<file path="config.mk">
export PLATFORM = sky130hd
export DESIGN_NAME = frv_mmio_arb_flat
export DESIGN_NICKNAME = d
export VERILOG_FILES = /design/src/rtl/frv_mmio_arb_if.sv /design/src/rtl/frv_mmio_arb.sv /design/src/flat_wrapper.sv
export SDC_FILE = /design/constraint.sdc
export NUM_CORES = 1
export LEC_CHECK = 0
export ABC_AREA = 1
export CAP_MARGIN = 25
export CORE_AREA = 2 2 119 121
export CTS_CLUSTER_DIAMETER = 30
export DETAILED_ROUTE_END_ITERATION = 8
export DIE_AREA = 0 0 121 123
export DONT_BUFFER_PORTS = 1
export GPL_TIMING_DRIVEN = 0
export MAX_ROUTING_LAYER = met4
export PLACE_DENSITY = 0.3
export SLEW_MARGIN = 20
export SYNTH_ARGS = -nofsm -noshare
export SYNTH_HDL_FRONTEND = slang
export SYNTH_SLANG_ARGS = --single-unit
export TNS_END_PERCENT = 50
</file>
<file path="constraint.sdc">
create_clock -name g_clk -period 2.6 [get_ports g_clk]
set_input_delay 0.65 -clock g_clk [delete_from_list [all_inputs] [get_ports g_clk]]
set_output_delay 0.65 -clock g_clk [all_outputs]
set_load 0.05 [all_outputs]
</file>
<file path="src/rtl/frv_mmio_arb_if.sv">
// ----------------------------------------------------------------------------
// frv_mmio_arb_if
// Bundle of every bus signal around the two-port timer/counter MMIO arbiter.
//
// Handshake: a requester raises pX_req with a stable payload (wen, lock, addr,
// wdata) and holds it until pX_gnt is 1 in the same cycle, which is the
// transfer cycle. The target sees t_en with the payload in that cycle and
// returns t_rdata/t_error exactly one cycle later. The owning port sees that
// response as pX_rsp/pX_rdata/pX_error in that same later cycle. The target
// has no backpressure.
//
// Modports:
//   slave  - the arbiter: takes requests and target response, drives grants,
//            responses, target request and debug state.
//   master - the environment: the two requesters plus the target.
//
// dbg_* expose the arbiter's registered state (priority pointer, lock,
// owner and outstanding flag) so checkers can observe it directly.
// ----------------------------------------------------------------------------
interface frv_mmio_arb_if;
    logic        p0_req;
    logic        p0_wen;
    logic        p0_lock;
    logic [31:0] p0_addr;
    logic [31:0] p0_wdata;
    logic        p0_gnt;
    logic        p0_rsp;
    logic [31:0] p0_rdata;
    logic        p0_error;

    logic        p1_req;
    logic        p1_wen;
    logic        p1_lock;
    logic [31:0] p1_addr;
    logic [31:0] p1_wdata;
    logic        p1_gnt;
    logic        p1_rsp;
    logic [31:0] p1_rdata;
    logic        p1_error;

    logic        t_en;
    logic        t_wen;
    logic [31:0] t_addr;
    logic [31:0] t_wdata;
    logic [31:0] t_rdata;
    logic        t_error;

    logic        dbg_prio;
    logic        dbg_lock_held;
    logic        dbg_lock_owner;
    logic        dbg_owner;
    logic        dbg_outstanding;

    modport slave (
        input  p0_req, p0_wen, p0_lock, p0_addr, p0_wdata,
        output p0_gnt, p0_rsp, p0_rdata, p0_error,
        input  p1_req, p1_wen, p1_lock, p1_addr, p1_wdata,
        output p1_gnt, p1_rsp, p1_rdata, p1_error,
        output t_en, t_wen, t_addr, t_wdata,
        input  t_rdata, t_error,
        output dbg_prio, dbg_lock_held, dbg_lock_owner, dbg_owner, dbg_outstanding
    );

    modport master (
        output p0_req, p0_wen, p0_lock, p0_addr, p0_wdata,
        input  p0_gnt, p0_rsp, p0_rdata, p0_error,
        output p1_req, p1_wen, p1_lock, p1_addr, p1_wdata,
        input  p1_gnt, p1_rsp, p1_rdata, p1_error,
        input  t_en, t_wen, t_addr, t_wdata,
        output t_rdata, t_error,
        input  dbg_prio, dbg_lock_held, dbg_lock_owner, dbg_owner, dbg_outstanding
    );
endinterface

</file>
<file path="src/rtl/frv_mmio_arb.sv">
// ----------------------------------------------------------------------------
// frv_mmio_arb
// Two-port round-robin arbiter in front of a single-outstanding, fixed
// one-cycle-latency timer/counter MMIO target. A port may lock the target
// across consecutive accesses (e.g. atomic hi/lo access to mtime/mtimecmp).
//
// Ports:
//   g_clk   - clock, all state changes on its rising edge
//   g_reset - synchronous active-high reset
//   bus     - frv_mmio_arb_if.slave: requester ports p0/p1, target port t_*,
//             debug state dbg_*
// Parameter:
//   PRIO_RESET - port holding round-robin priority after reset
// ----------------------------------------------------------------------------
module frv_mmio_arb #(
    parameter logic PRIO_RESET = 1'b0
) (
    input logic            g_clk,
    input logic            g_reset,
    frv_mmio_arb_if.slave  bus
);

    logic outstanding;
    logic owner;
    logic lock_held;
    logic lock_owner;
    logic prio;

    logic win_vld;
    logic win;
    logic win_lock;
    logic rsp_vld;

    // Winner selection. A held lock excludes the other port entirely; it
    // persists for as long as the holder stays idle.
    always_comb begin
        win_vld = 1'b0;
        win     = 1'b0;
        if (!g_reset) begin
            if (lock_held) begin
                win     = lock_owner;
                win_vld = lock_owner ? bus.p1_req : bus.p0_req;
            end else if (bus.p0_req && bus.p1_req) begin
                win_vld = 1'b1;
                win     = prio;
            end else if (bus.p0_req) begin
                win_vld = 1'b1;
            end else if (bus.p1_req) begin
                win_vld = 1'b1;
                win     = 1'b1;
            end
        end
    end

    assign win_lock = win ? bus.p1_lock : bus.p0_lock;

    assign bus.p0_gnt  = win_vld & ~win;
    assign bus.p1_gnt  = win_vld &  win;

    assign bus.t_en    = win_vld;
    assign bus.t_wen   = win_vld & (win ? bus.p1_wen : bus.p0_wen);
    assign bus.t_addr  = win_vld ? (win ? bus.p1_addr  : bus.p0_addr)  : 32'd0;
    assign bus.t_wdata = win_vld ? (win ? bus.p1_wdata : bus.p0_wdata) : 32'd0;

    // Responses are suppressed during reset so a pending access is dropped.
    assign rsp_vld      = outstanding & ~g_reset;
    assign bus.p0_rsp   = rsp_vld & ~owner;
    assign bus.p1_rsp   = rsp_vld &  owner;
    assign bus.p0_rdata = bus.p0_rsp ? bus.t_rdata : 32'd0;
    assign bus.p1_rdata = bus.p1_rsp ? bus.t_rdata : 32'd0;
    assign bus.p0_error = bus.p0_rsp & bus.t_error;
    assign bus.p1_error = bus.p1_rsp & bus.t_error;

    always_ff @(posedge g_clk) begin
        if (g_reset) begin
            outstanding <= 1'b0;
            owner       <= 1'b0;
            lock_held   <= 1'b0;
            lock_owner  <= 1'b0;
            prio        <= PRIO_RESET;
        end else begin
            outstanding <= win_vld;
            if (win_vld) begin
                owner <= win;
                if (win_lock) begin
                    // Locked access: keep the target, leave priority alone.
                    lock_held  <= 1'b1;
                    lock_owner <= win;
                end else begin
                    // An unlocked grant only reaches a locked arbiter via the
                    // holder, so clearing here is the release.
                    lock_held <= 1'b0;
                    prio      <= ~win;
                end
            end
        end
    end

    assign bus.dbg_prio        = prio;
    assign bus.dbg_lock_held   = lock_held;
    assign bus.dbg_lock_owner  = lock_owner;
    assign bus.dbg_owner       = owner;
    assign bus.dbg_outstanding = outstanding;

endmodule

</file>
<file path="src/flat_wrapper.sv">
// flat-port wrapper written by rule: the top's interface ports become plain ports
module frv_mmio_arb_flat 
#(
    parameter logic PRIO_RESET = 1'b0
)
  (g_clk, g_reset, bus_p0_req, bus_p0_wen, bus_p0_lock, bus_p0_addr, bus_p0_wdata, bus_p0_gnt, bus_p0_rsp, bus_p0_rdata, bus_p0_error, bus_p1_req, bus_p1_wen, bus_p1_lock, bus_p1_addr, bus_p1_wdata, bus_p1_gnt, bus_p1_rsp, bus_p1_rdata, bus_p1_error, bus_t_en, bus_t_wen, bus_t_addr, bus_t_wdata, bus_t_rdata, bus_t_error, bus_dbg_prio, bus_dbg_lock_held, bus_dbg_lock_owner, bus_dbg_owner, bus_dbg_outstanding);
  frv_mmio_arb_if bus_i ();
  input logic g_clk;
  input logic g_reset;
  input wire logic [$bits(bus_i.p0_req)-1:0] bus_p0_req;
  input wire logic [$bits(bus_i.p0_wen)-1:0] bus_p0_wen;
  input wire logic [$bits(bus_i.p0_lock)-1:0] bus_p0_lock;
  input wire logic [$bits(bus_i.p0_addr)-1:0] bus_p0_addr;
  input wire logic [$bits(bus_i.p0_wdata)-1:0] bus_p0_wdata;
  output wire logic [$bits(bus_i.p0_gnt)-1:0] bus_p0_gnt;
  output wire logic [$bits(bus_i.p0_rsp)-1:0] bus_p0_rsp;
  output wire logic [$bits(bus_i.p0_rdata)-1:0] bus_p0_rdata;
  output wire logic [$bits(bus_i.p0_error)-1:0] bus_p0_error;
  input wire logic [$bits(bus_i.p1_req)-1:0] bus_p1_req;
  input wire logic [$bits(bus_i.p1_wen)-1:0] bus_p1_wen;
  input wire logic [$bits(bus_i.p1_lock)-1:0] bus_p1_lock;
  input wire logic [$bits(bus_i.p1_addr)-1:0] bus_p1_addr;
  input wire logic [$bits(bus_i.p1_wdata)-1:0] bus_p1_wdata;
  output wire logic [$bits(bus_i.p1_gnt)-1:0] bus_p1_gnt;
  output wire logic [$bits(bus_i.p1_rsp)-1:0] bus_p1_rsp;
  output wire logic [$bits(bus_i.p1_rdata)-1:0] bus_p1_rdata;
  output wire logic [$bits(bus_i.p1_error)-1:0] bus_p1_error;
  output wire logic [$bits(bus_i.t_en)-1:0] bus_t_en;
  output wire logic [$bits(bus_i.t_wen)-1:0] bus_t_wen;
  output wire logic [$bits(bus_i.t_addr)-1:0] bus_t_addr;
  output wire logic [$bits(bus_i.t_wdata)-1:0] bus_t_wdata;
  input wire logic [$bits(bus_i.t_rdata)-1:0] bus_t_rdata;
  input wire logic [$bits(bus_i.t_error)-1:0] bus_t_error;
  output wire logic [$bits(bus_i.dbg_prio)-1:0] bus_dbg_prio;
  output wire logic [$bits(bus_i.dbg_lock_held)-1:0] bus_dbg_lock_held;
  output wire logic [$bits(bus_i.dbg_lock_owner)-1:0] bus_dbg_lock_owner;
  output wire logic [$bits(bus_i.dbg_owner)-1:0] bus_dbg_owner;
  output wire logic [$bits(bus_i.dbg_outstanding)-1:0] bus_dbg_outstanding;
  assign bus_i.p0_req = bus_p0_req;
  assign bus_i.p0_wen = bus_p0_wen;
  assign bus_i.p0_lock = bus_p0_lock;
  assign bus_i.p0_addr = bus_p0_addr;
  assign bus_i.p0_wdata = bus_p0_wdata;
  assign bus_p0_gnt = bus_i.p0_gnt;
  assign bus_p0_rsp = bus_i.p0_rsp;
  assign bus_p0_rdata = bus_i.p0_rdata;
  assign bus_p0_error = bus_i.p0_error;
  assign bus_i.p1_req = bus_p1_req;
  assign bus_i.p1_wen = bus_p1_wen;
  assign bus_i.p1_lock = bus_p1_lock;
  assign bus_i.p1_addr = bus_p1_addr;
  assign bus_i.p1_wdata = bus_p1_wdata;
  assign bus_p1_gnt = bus_i.p1_gnt;
  assign bus_p1_rsp = bus_i.p1_rsp;
  assign bus_p1_rdata = bus_i.p1_rdata;
  assign bus_p1_error = bus_i.p1_error;
  assign bus_t_en = bus_i.t_en;
  assign bus_t_wen = bus_i.t_wen;
  assign bus_t_addr = bus_i.t_addr;
  assign bus_t_wdata = bus_i.t_wdata;
  assign bus_i.t_rdata = bus_t_rdata;
  assign bus_i.t_error = bus_t_error;
  assign bus_dbg_prio = bus_i.dbg_prio;
  assign bus_dbg_lock_held = bus_i.dbg_lock_held;
  assign bus_dbg_lock_owner = bus_i.dbg_lock_owner;
  assign bus_dbg_owner = bus_i.dbg_owner;
  assign bus_dbg_outstanding = bus_i.dbg_outstanding;
  frv_mmio_arb #(.PRIO_RESET(PRIO_RESET)) u_core (.g_clk(g_clk), .g_reset(g_reset), .bus(bus_i));
endmodule
</file>
==> metrics.cfg <==
[place]
post-place-ws_ps=-454
dpl.hpwl_um=6650
postPlaceCellArea_mm2=0.00224
port_buffers=0
gp_congestion=0.772

[yosys]
syn_area_mm2=0.00157
avgSynthCellArea_um2=4.29
synth-xor-area-share_pct=0
yosys-top-cells-area=nand2_1 50%, nor2_1 16%, inv_1 10%, dfxtp_1 6.4%, buf_6 4.3%
synth_top_family_by_area=simple AND/OR/NAND/NOR gates
synth_cell_types=19
seq_area_frac_synth_pct=6.39
synth_seq_cells=5
synthAdderAreaFrac_pct=0
syn_inst=365
synth_compound_area_share_pct=1.76
yosys_warnings=0
syn-num-nets=534
synthSimpleGateAreaFrac_pct=71.6
synth_top_area_share_pct=50.3
synthMuxAreaShare_pct=0
yosysTopAreaCell=nand2_1

[global_routing]
antenna_found_initial=0
grt_remaining_overflow=0
grt_first_pass_wirelength_um=10900
grt_max_degree=11
first_global_vias=2101
grt_use_total_pct=9.65

[sta]
timing.final.crit_share_pct=103
period_minus_slack_ps=2680
skew_ps=0.541
tightest_slew_ps=659
clock.fmax_mhz=373
final_max_slew_viol_count=0
finalSetupViolations=33
timing.final.ws_setup_ps=-82.0
rsz0062_at_grt=true
max-slew-margin-rel_pct=55.9
finalHoldViolations=0

[cells_and_area]
fin_nets=544
areaGrowthSynthToFinish_pct=91.1
layout_common_cells=139 x nand2_1, 65 x nor2_4, 47 x nand2_4, 39 x inv_1, 26 x nand2_2
layout_commonest_cell=nand2_1
final_util_pct=22.0
finalInstanceArea_mm2=0.00299
n_antenna_cell=0
drive_above_1_share_pct=49.5

[floorplanning]
fp.dieH_um=123
core_mm2=0.0136
io_pins=310
start_util_pct=11.5
die_x_um=121
std_cell_rows=43
die-area_mm2=0.0149

[critical_path]
reg2reg_slack_ps=1010
end_kind=output port
crit_required_ps=1950
cp_max_fo=10
r2r_cells=11
start_kind=register
crit_type=reg2out
crit_arrival_ps=2030

[detailed_routing]
vias_per_cell=4.08
drtIter0Drc=42
routed_wirelength_um=7980
drc=0
avgRoutedWirePerCell_um=14.4
dr.pass1.iters=4
ant_nets=0
vias=2258

[outcome]
violations=negative setup slack
outcome=finished, violations left

[clock_tree]
insertion_delay_ps=230
cts_buffers=3
clock-sinks=5
cts_hold_buf=0
htreeDepth=1
clockRootBuffer=clkbuf_16
tritoncts=built
cts_buffer_depth=2
clkTransAtPathRegs_ps=30

[power_and_ir_drop]
ir_drop_mv=0.156
power.leakage_nw=1.30
powerDensity_mw_per_mm2=476

[job]
drv_cap=0

[min_path]
min_path_cells=1
min-delay-path-class=in2reg

report_power, final:
part / total, mW / internal (mW) / switching, mW
sequential: 0.120 / 0.0843 / 0.0361
combinational: 1.05 / 0.206 / 0.847
clock: 0.252 / 0.203 / 0.0488
total: 1.43 / 0.494 / 0.932
path summary, 6_finish.rpt:
check / to / start
setup reg to reg: u_core.bus.dbg_prio$_SDFFE_PP0P_ / u_core.bus.dbg_lock_held$_SDFFE_PP0P_
hold reg to reg: u_core.bus.dbg_prio$_SDFFE_PP0P_ / u_core.bus.dbg_prio$_SDFFE_PP0P_
setup / recovery: bus_p1_rdata[22] / u_core.bus.dbg_owner$_SDFFE_PP0P_
hold / removal: u_core.bus.dbg_lock_owner$_SDFFE_PP0P_ / g_reset
through the flow:
stage          std cells  setup TNS (ps)  total power [mW]  hold slack, ps
2_1_floorplan        365            -571             0.931             585
3_3_place_gp         545          -26260              1.01             643
3_5_place_dp         545          -26470              1.01             633
4_1_cts              553           -4630              1.39             480
5_1_grt              554           -6100              1.49             482
6_report             554           -2280              1.43             483
kinds of logic after synthesis:
group	after synthesis
compound gates	5
buf+inv	66
flops	5
simple gates	289
registers in the layout, summed over array words and instances (netlist names):
register and cells:
u_core.bus.dbg_lock_held 1, u_core.bus.dbg_lock_owner 1, u_core.bus.dbg_outstanding 1, u_core.bus.dbg_owner 1
u_core.bus.dbg_prio 1
layout make-up:
class	instances	area (um^2)
Fill cell	1520	10600
Multi-Input combinational cell	294	2080
Buffer	20	243
Tap cell	180	225
Inverter	46	190
Sequential cell	5	119
Clock buffer	4	78.8
Timing Repair Buffer	5	58.8
synth_stat cells (all sizes together):
library cell  number
nor2              69
inv               46
buf               18
nor3               2
clkbuf             2
dfxtp              5
o21ai              2
nand3              5
nand2            213
a21oi              2
o211ai             1
worst max-delay path: stages, from the launching register on:
cell     delay, ps
dfxtp_4        460
inv_1          100
nor3_4         590
inv_4          140
buf_6          220
nor2_4         290
metal layers:
| layer | global-route usage (%) | share of wire (%) | vias to the layer above |
|---|---|---|---|
| li1 | - | - | 1068 |
| met1 | 9.04 | 31 | 1008 |
| met2 | 19.3 | 57 | 169 |
| met3 | 1.75 | 8.5 | 13 |
| met4 | 3.63 | 2.8 | 0 |
| met5 | - | 0 | - |
timing repair:
item,4_1_cts,5_1_grt
endpoints found under the hold margin,0,0
setup endpoints to repair,133,127
buffers inserted,4,0
gates cloned,0,1
resized for setup,144,34
pin swaps,18,24
No activity file was read; power rests on OpenSTA's default activity.
